## src/rtl/pw_pattern_generator.sv

```systemverilog
// Programmable byte-stream source: replays a latched pattern with inter-byte and inter-repetition gaps.
// Optional macro PW_PATGEN_FILLER_EN drives the latched filler byte as valid data during REPGAP cycles.
module pw_pattern_generator #(
  parameter int pPATTERN_BYTES = 8
) (
  input  logic                        fe_clk,
  input  logic                        reset_i,
  input  logic                        I_start,
  input  logic                        I_abort,
  input  logic [pPATTERN_BYTES*8-1:0] I_pattern,
  input  logic [7:0]                  I_pattern_bytes,
  input  logic [7:0]                  I_gap,
  input  logic [7:0]                  I_rep_gap,
  input  logic [7:0]                  I_repeat,
  input  logic [7:0]                  I_filler,
  output logic [7:0]                  O_data,
  output logic                        O_data_valid,
  output logic                        O_busy,
  output logic                        O_done
);

  localparam logic [2:0] ST_IDLE   = 3'd0;
  localparam logic [2:0] ST_SEND   = 3'd1;
  localparam logic [2:0] ST_GAP    = 3'd2;
  localparam logic [2:0] ST_REPGAP = 3'd3;
  localparam logic [2:0] ST_DONE   = 3'd4;

  localparam logic [7:0] MAX_BYTES = 8'(pPATTERN_BYTES);

  logic [2:0]                  state_q, state_n;
  logic [7:0]                  idx_q, idx_n;
  logic [7:0]                  rep_q, rep_n;
  logic [7:0]                  gcnt_q, gcnt_n;
  logic [pPATTERN_BYTES*8-1:0] pat_q, pat_n;
  logic [7:0]                  last_q, last_n;
  logic [7:0]                  gap_q, gap_n;
  logic [7:0]                  rgap_q, rgap_n;
  logic [7:0]                  rpt_q, rpt_n;
  logic [7:0]                  last_idx_in;
  logic [7:0]                  data_n;
  logic                        valid_n;
  logic                        busy_n;
  logic                        done_n;

`ifdef PW_PATGEN_FILLER_EN
  logic [7:0]                  fill_q, fill_n;
`else
  logic                        unused_filler;
  assign unused_filler = ^I_filler;
`endif

  function automatic logic [7:0] pick_byte(input logic [pPATTERN_BYTES*8-1:0] pat,
                                           input logic [7:0] idx);
    logic [7:0] b;
    b = '0;
    for (int k = 0; k < pPATTERN_BYTES; k++) begin
      if (idx == 8'(k)) b = pat[k*8 +: 8];
    end
    return b;
  endfunction

  // Length 0 behaves as 1 and oversize lengths clamp, so the stored value is a last-index.
  always_comb begin
    if (I_pattern_bytes == 8'd0)
      last_idx_in = 8'd0;
    else if (I_pattern_bytes > MAX_BYTES)
      last_idx_in = MAX_BYTES - 8'd1;
    else
      last_idx_in = I_pattern_bytes - 8'd1;
  end

  always_comb begin
    state_n = state_q;
    idx_n   = idx_q;
    rep_n   = rep_q;
    gcnt_n  = gcnt_q;
    pat_n   = pat_q;
    last_n  = last_q;
    gap_n   = gap_q;
    rgap_n  = rgap_q;
    rpt_n   = rpt_q;
`ifdef PW_PATGEN_FILLER_EN
    fill_n  = fill_q;
`endif
    if (I_abort) begin
      state_n = ST_IDLE;
      idx_n   = '0;
      rep_n   = '0;
      gcnt_n  = '0;
    end else begin
      case (state_q)
        ST_IDLE: begin
          if (I_start) begin
            state_n = ST_SEND;
            idx_n   = '0;
            rep_n   = '0;
            gcnt_n  = '0;
            pat_n   = I_pattern;
            last_n  = last_idx_in;
            gap_n   = I_gap;
            rgap_n  = I_rep_gap;
            rpt_n   = I_repeat;
`ifdef PW_PATGEN_FILLER_EN
            fill_n  = I_filler;
`endif
          end
        end
        ST_SEND: begin
          if (idx_q < last_q) begin
            idx_n = idx_q + 8'd1;
            if (gap_q != 8'd0) begin
              state_n = ST_GAP;
              gcnt_n  = gap_q - 8'd1;
            end
          end else if (rep_q < rpt_q) begin
            idx_n = '0;
            rep_n = rep_q + 8'd1;
            if (rgap_q != 8'd0) begin
              state_n = ST_REPGAP;
              gcnt_n  = rgap_q - 8'd1;
            end
          end else begin
            state_n = ST_DONE;
            idx_n   = '0;
            rep_n   = '0;
          end
        end
        ST_GAP, ST_REPGAP: begin
          if (gcnt_q == 8'd0)
            state_n = ST_SEND;
          else
            gcnt_n = gcnt_q - 8'd1;
        end
        ST_DONE: state_n = ST_IDLE;
        default: state_n = ST_IDLE;
      endcase
    end
  end

  // Outputs are decoded from the next state so they register in step with it.
  always_comb begin
    busy_n  = (state_n == ST_SEND) || (state_n == ST_GAP) || (state_n == ST_REPGAP);
    done_n  = (state_n == ST_DONE);
    valid_n = (state_n == ST_SEND);
    data_n  = (state_n == ST_SEND) ? pick_byte(pat_n, idx_n) : 8'd0;
`ifdef PW_PATGEN_FILLER_EN
    if (state_n == ST_REPGAP) begin
      valid_n = 1'b1;
      data_n  = fill_n;
    end
`endif
  end

  always_ff @(posedge fe_clk) begin
    if (reset_i) begin
      state_q      <= ST_IDLE;
      idx_q        <= '0;
      rep_q        <= '0;
      gcnt_q       <= '0;
      pat_q        <= '0;
      last_q       <= '0;
      gap_q        <= '0;
      rgap_q       <= '0;
      rpt_q        <= '0;
`ifdef PW_PATGEN_FILLER_EN
      fill_q       <= '0;
`endif
      O_data       <= '0;
      O_data_valid <= 1'b0;
      O_busy       <= 1'b0;
      O_done       <= 1'b0;
    end else begin
      state_q      <= state_n;
      idx_q        <= idx_n;
      rep_q        <= rep_n;
      gcnt_q       <= gcnt_n;
      pat_q        <= pat_n;
      last_q       <= last_n;
      gap_q        <= gap_n;
      rgap_q       <= rgap_n;
      rpt_q        <= rpt_n;
`ifdef PW_PATGEN_FILLER_EN
      fill_q       <= fill_n;
`endif
      O_data       <= data_n;
      O_data_valid <= valid_n;
      O_busy       <= busy_n;
      O_done       <= done_n;
    end
  end

endmodule

```

## config.mk

```make
export PLATFORM = sky130hd
export DESIGN_NAME = pw_pattern_generator
export DESIGN_NICKNAME = d
export VERILOG_FILES = /design/src/rtl/pw_pattern_generator.sv
export SDC_FILE = /design/constraint.sdc
export NUM_CORES = 1
export LEC_CHECK = 0
export BUFFER_PORTS_ARGS = -buffer_cell sky130_fd_sc_hd__buf_2
export CAP_MARGIN = 20
export CORE_ASPECT_RATIO = 1.5
export CORE_MARGIN = 4
export CORE_UTILIZATION = 61
export DETAILED_ROUTE_END_ITERATION = 8
export GPL_ROUTABILITY_DRIVEN = 1
export MAX_ROUTING_LAYER = met4
export PLACE_DENSITY = 0.95
export SYNTH_ARGS = -nofsm -noshare
export SYNTH_HDL_FRONTEND = slang
export SYNTH_SLANG_ARGS = --single-unit
```

## constraint.sdc

```tcl
create_clock -name fe_clk -period 7.4 [get_ports fe_clk]
set_input_delay 0 -clock fe_clk [delete_from_list [all_inputs] [get_ports fe_clk]]
set_output_delay 0 -clock fe_clk [all_outputs]
set_load 0.05 [all_outputs]
```

Word-level counts from Yosys, hierarchy flattened
Index checks and enable logic that the tools add are counted.
- input port bits: 108
- word-level logic and storage cells: 95
- register bits after elaboration: 134
- equal/unequal tests: 20
- add/subtract/negate cells: 6
- mux-type cells: 35
- reduce and logical (&&, ||, !) cells: 16
- bitwise logic cells: 2
- magnitude comparators: 3
- operators with widths (operator ; number):
    64-bit 2-to-1 mux ; 3
    8-bit 2-to-1 mux ; 21
    8-bit by 3-bit == test with 1-bit output (second input constant) ; 4
    8-bit one-hot mux with 2 select lines ; 2
    8-bit by 1-bit subtractor with 8-bit output (second input constant) ; 4
    8-bit zero test ; 3
    8-bit one-hot mux with 3 select lines ; 1
    3-bit 2-to-1 mux ; 7
    8-bit by 1-bit adder with 8-bit output (second input constant) ; 2
    8-bit by 2-bit == test with 1-bit output (second input constant) ; 2
    8-bit < comparator ; 2
    8-bit nonzero test ; 2
    3-bit by 2-bit == test with 1-bit output (second input constant) ; 4
    3-bit inequality test (second input constant) ; 3
    3-bit one-hot mux with 3 select lines ; 1
    8-bit by 1-bit == test with 1-bit output (second input constant) ; 1
    8-bit by 4-bit > comparator with 1-bit output (second input constant) ; 1
    3-bit by 1-bit == test with 1-bit output (second input constant) ; 2
    2-bit inequality test (second input constant) ; 3
    3-bit AND reduction ; 2
    6-bit AND reduction ; 1
    2-bit OR reduction ; 3
    3-bit == test (second input constant) ; 1
    3-bit zero test ; 1
    4 further kinds ; 6

Logic depth before layout (Yosys ltp)
- depth after elaboration: 13
- mapped depth: 14
- gate-level depth less buffers: 13

Worst setup path before layout
No wires, ideal clock.
- kind: register to register
- from: reg idx_q[2]
- to: reg gcnt_q[6]
- arrival time: 3.081 ns
- library setup time: 0.119 ns
- cell stages (with the launch flop): 14
- required time: 7.281 ns
- buffers on the path: 1
- slack: 4.200 ns
- path through: dfxtp_1 > ha_1 > or3_1 > a21oi_2 > o31a_1 > buf_4 > mux2_2 > a21oi_1 > ha_1 > inv_1 > nor3_1 > nor3b_2 > xnor2_1 > o21ai_1
- longest elaborated chain between the ends: 3
- elaborated cells on any way between the ends: 7
- RTL lines (element ; line ; text):
    start, declared ; 31 ; logic [7:0] idx_q, idx_n;
    start signal, assigned ; 174 ; idx_q <= idx_n;
    8-bit < comparator (*) ; 109 ; if (idx_q < last_q) begin
    3-bit inequality test (no line) / 8-bit 2-to-1 mux (equally long branches) ; -- ;
    6-bit AND reduction (no line) / 8-bit one-hot mux with 3 select lines (equally long branches) ; -- ;
    end signal, assigned ; 176 ; gcnt_q <= gcnt_n;
    end, declared ; 33 ; logic [7:0] gcnt_q, gcnt_n;
Mark *: on every way between the ends. The rest lies on a longest branch, timed or not.
A chain may end at the register's enable or synchronous reset.

Final worst setup path
- from: reg idx_q[2]
- to: reg O_data[1]
- longest elaborated chain between the ends: 13
- elaborated cells on any way between the ends: 28
- RTL lines (element ; line ; text):
    8-bit by 1-bit adder with 8-bit output / 8-bit < comparator (equally long branches) ; 110, 109 ;
    8-bit 2-to-1 mux ; 109 ;
    8-bit one-hot mux with 2 select lines ; 91 ; case (state_q)
    8-bit 2-to-1 mux ; 85 ; if (I_abort) begin
    8-bit zero test ; 57 ; if (idx == 8'(k)) b = pat[k*8 +: 8];
    8-bit 2-to-1 mux (8 in series) ; 57 ;
    end signal, assigned ; 185 ; O_data <= data_n;
    end, declared ; 16 ; output logic [7:0] O_data,
Several ways; a longest one is shown, not always the timed one.

==> summary.txt <==
Setup path
  – Worst-path fanout max: 17
  – Crit. Startpoint: idx_q[2]$_SDFF_PP0_
  – Worst R2R Path Depth: 9
  – CP Launch Type: flip-flop
  – RR Startpoint: idx_q[2]$_SDFF_PP0_
  – Critical Path Sink Type: flip-flop
  – WP data required: between 7 and 8 ns
  – Setup CP Type: flip-flop to flip-flop
  – FF-to-FF setup slack: 3.17 ns
  – Setup crit end: O_data[1]$_SDFF_PP0_
  – Crit path arrival time: 4.55 ns
  – Reg2reg end: O_data[1]$_SDFF_PP0_

Drt
  – Initial DRC count: 890
  – Final ANT Viol Nets: 0
  – Drt first pass iters: 7
  – DR vias/cell: roughly 6.7
  – # DRC: 0
  – Routed WL per cell: 22.7 um
  – Via count: between 7000 and 8000
  – WL final: 26800 um

Synthesis
  – Cell accounting for the most synthesized area: dfxtp_1
  – Compound-Gate Fraction of Synth Area: 20.8%
  – Proportion of netlist area held by the largest area contributor: approximately two fifths
  – Adder and majority gate portion of the synthesized area: 3.45%
  – Ys flop type: dfxtp_1
  – Xor/xnor cell area share of the yosys netlist: under 10%
  – Count of different cell masters after synthesis: 72
  – Syn Std Cell Area: 6890 um2
  – Yosys reg bits: around 130
  – Syn nets: 969
  – Post-synthesis simple-gate area fraction: about 22%
  – Cell types occupying the most area after synthesis: dfxtp_1 39%, mux2i_1 7.5%, nand2_1 6.9%
  – Syn Area/Cell: 8.19 um2
  – Syn Inst Count: 842
  – Yosys warning count: 0
  – Number of synthesized flops with an enable pin: 0
  – Post-synthesis mux area share: 7.71%
  – Top cells by count, synth: 134 x dfxtp_1, 126 x nand2_1, 122 x nor2_1, 72 x a21oi_1, 52 x mux2i_1
  – Top-count cell post-synth: dfxtp_1
  – Largest family of logic cells by synthesized area: simple AND/OR/NAND/NOR gates
  – Asr flop ratio synth: 0%
  – Fraction of the yosys area taken by sequential cells: about two fifths

Place
  – Hpwl dp: between 10000 and 15000 um
  – Gpl congestion: 0.936
  – Placed Instance Area: 7440 um2
  – Port Buf Inserts: between 100 and 150

Clocking
  – Reg clk slew, reported paths: 0.07 ns
  – Clock latency at the later pin of the worst-skew pair: 0.44 ns
  – CTS sink cnt: 134
  – CTS tree: yes
  – CTS Root Cell: clkbuf_16
  – H-tree levels: 4
  – Post-CTS Setup Bufs: 0
  – Bufs on Longest Clock Path: 2
  – TritonCTS buffer count: 17

Layout
  – Fraction of layout cells with a size suffix above 1: 16.6%
  – Post-Route Utilization: 81.5%
  – Final Cell Area: 9010 um2
  – Post-layout nets: about 1100
  – Synthesis-to-layout area growth: 30.6%

STA
  – Slew margin rel.: 23.0%
  – Final hold viol count: 0
  – Final setup viols: 0
  – Slew Limit Fails: 0
  – Worst-Margin Slew: 1.15 ns
  – F_max: 0.236 GHz
  – Setup TNS: 0 ns
  – Final period util: between 50% and 60%
  – Minimum clock period after layout: 4.23 ns
  – Clock Skews: approximately 0.018 ns
  – RSZ-0062 raised after global routing: false

Die
  – Io pins: 119
  – Initial core utilization: 62.4%
  – Die Y: 138 um
  – # rows: 47
  – Core Region: about 11000 um2
  – Die area: 13100 um2
  – Die Wd: ~95 um

Global routing
  – First-pass GRT wire length: 42300 um
  – Vias in the first global route: 8132
  – Pin count of the biggest net entering global routing: around 80
  – Initial antenna violation count: 3
  – Grt total ovfl: 0
  – GRT Total Usage: 43.1%

Run status
  – Outcome: complete, no violations

Pwr
  – PwrDens: ~220 nW/um2
  – Leak Pwr: 3.56 nW
  – Total power: about 0.002 W
  – Worst VDD drop: 251 uV

Hold path
  – Hold WC Path Type: primary input to flip-flop

Flow run
  – Max-Cap Viols: 0
worst min path at each step:
stage                                   endpoint  cells past startpoint                from  slack [ns]
final                     last_q[5]$_SDFFE_PP0P_                      4  I_pattern_bytes[5]        0.03
after global routing      last_q[5]$_SDFFE_PP0P_                      4  I_pattern_bytes[5]        0.05
after CTS                   pat_q[17]$_SDFF_PP0_                      2             reset_i       0.004
after detailed placement   rpt_q[3]$_SDFFE_PP0P_                      3         I_repeat[3]        0.24
after global placement     rpt_q[4]$_SDFFE_PP0P_                      3         I_repeat[4]        0.24
after floorplan             pat_q[10]$_SDFF_PP0_                      2       I_pattern[10]        0.14
where the power goes:
group	internal (W)	switching (W)	total [W]	leakage, nW
registers	0.000751	0.0000196	0.000771	1.09
clock network	0.000567	0.000355	0.000923	0.297
logic	0.000126	0.000179	0.000305	2.17
metal layers:
| metal | wire length [um] | part of all wire (%) | vias to the layer above | track usage (%) |
|---|---|---|---|---|
| met3 | 2630 | 9.8 | 317 | 15.1 |
| met2 | 12700 | 47 | 709 | 66.9 |
| met1 | 8270 | 31 | 3545 | 40.7 |
| met4 | 3190 | 12 | 0 | 38.9 |
| li1 | - | - | 3345 | - |
| met5 | 0 | 0 | - | - |
sequential cells by signal, indices dropped and copies added (netlist names):
name          cells
pat_q            64
O_data            8
gap_q             8
gcnt_q            8
idx_q             8
last_q            8
rep_q             8
rgap_q            8
rpt_q             8
state_q           3
O_busy            1
O_data_valid      1
O_done            1
cell families (layout without fill, tap and decap cells):
logic type | after synthesis | after routing
flip-flops | 134 | 134
buffers and inverters | 75 | 263
other | 0 | 3
AND/OR/NAND/NOR | 339 | 339
AO/OA/AOI/OAI | 204 | 204
adder cells (fa/ha/maj) | 19 | 19
multiplexers | 53 | 53
XOR/XNOR | 18 | 18
through the flow:
stage | hold WS [ns] | worst slack [ns] | instances
3_3_place_gp | 0.243 | 3.60 | 1052
3_5_place_dp | 0.245 | 3.53 | 1052
6_report | 0.0296 | 3.17 | 1180
4_1_cts | 0.00373 | 3.49 | 1176
5_1_grt | 0.0463 | 3.10 | 1180
2_1_floorplan | 0.136 | 4.20 | 842
cells in the final DEF, fill, tap and decap left out, drive strengths merged, types with 6 or more instances in the layout:
cell	count
xnor2	11
or4	6
nor3	16
and2	6
inv	27
nand2	126
o31ai	18
nand2b	10
o211ai	7
buf	114
a32oi	21
nor4	10
mux2i	52
nor2	122
a22oi	6
dlygate4sd3	92
o21ai	31
nand3	17
xor2	7
ha	19
dfxtp	134
a21oi	74
o21a	6
clkbuf	18
worst max-delay path: stages, from the launching register on:
cell and delay (ns):
dfxtp_1 0.57, ha_1 0.30, or3_1 0.38, a21oi_2 0.39, o31a_1 0.68, nand2b_1 0.22
o221ai_1 0.34, nor2_1 0.74, a32oi_1 0.21, a21oi_1 0.29
final cells by class:
cell class	instances	area, um2
timing repair buffer	206	1510
fill	615	2050
clock inverter	14	200
multi-input combinational	633	3900
antenna	3	7.51
sequential	134	2680
inverter	25	93.8
tap	147	184
clock buffer	18	429
timing repair:
action / in CTS / in global routing
resized for setup: 0 / 0
hold buffers: 92 / 0
hold endpoints to repair: 92 / 0
No activity file was read; power rests on OpenSTA's default activity.
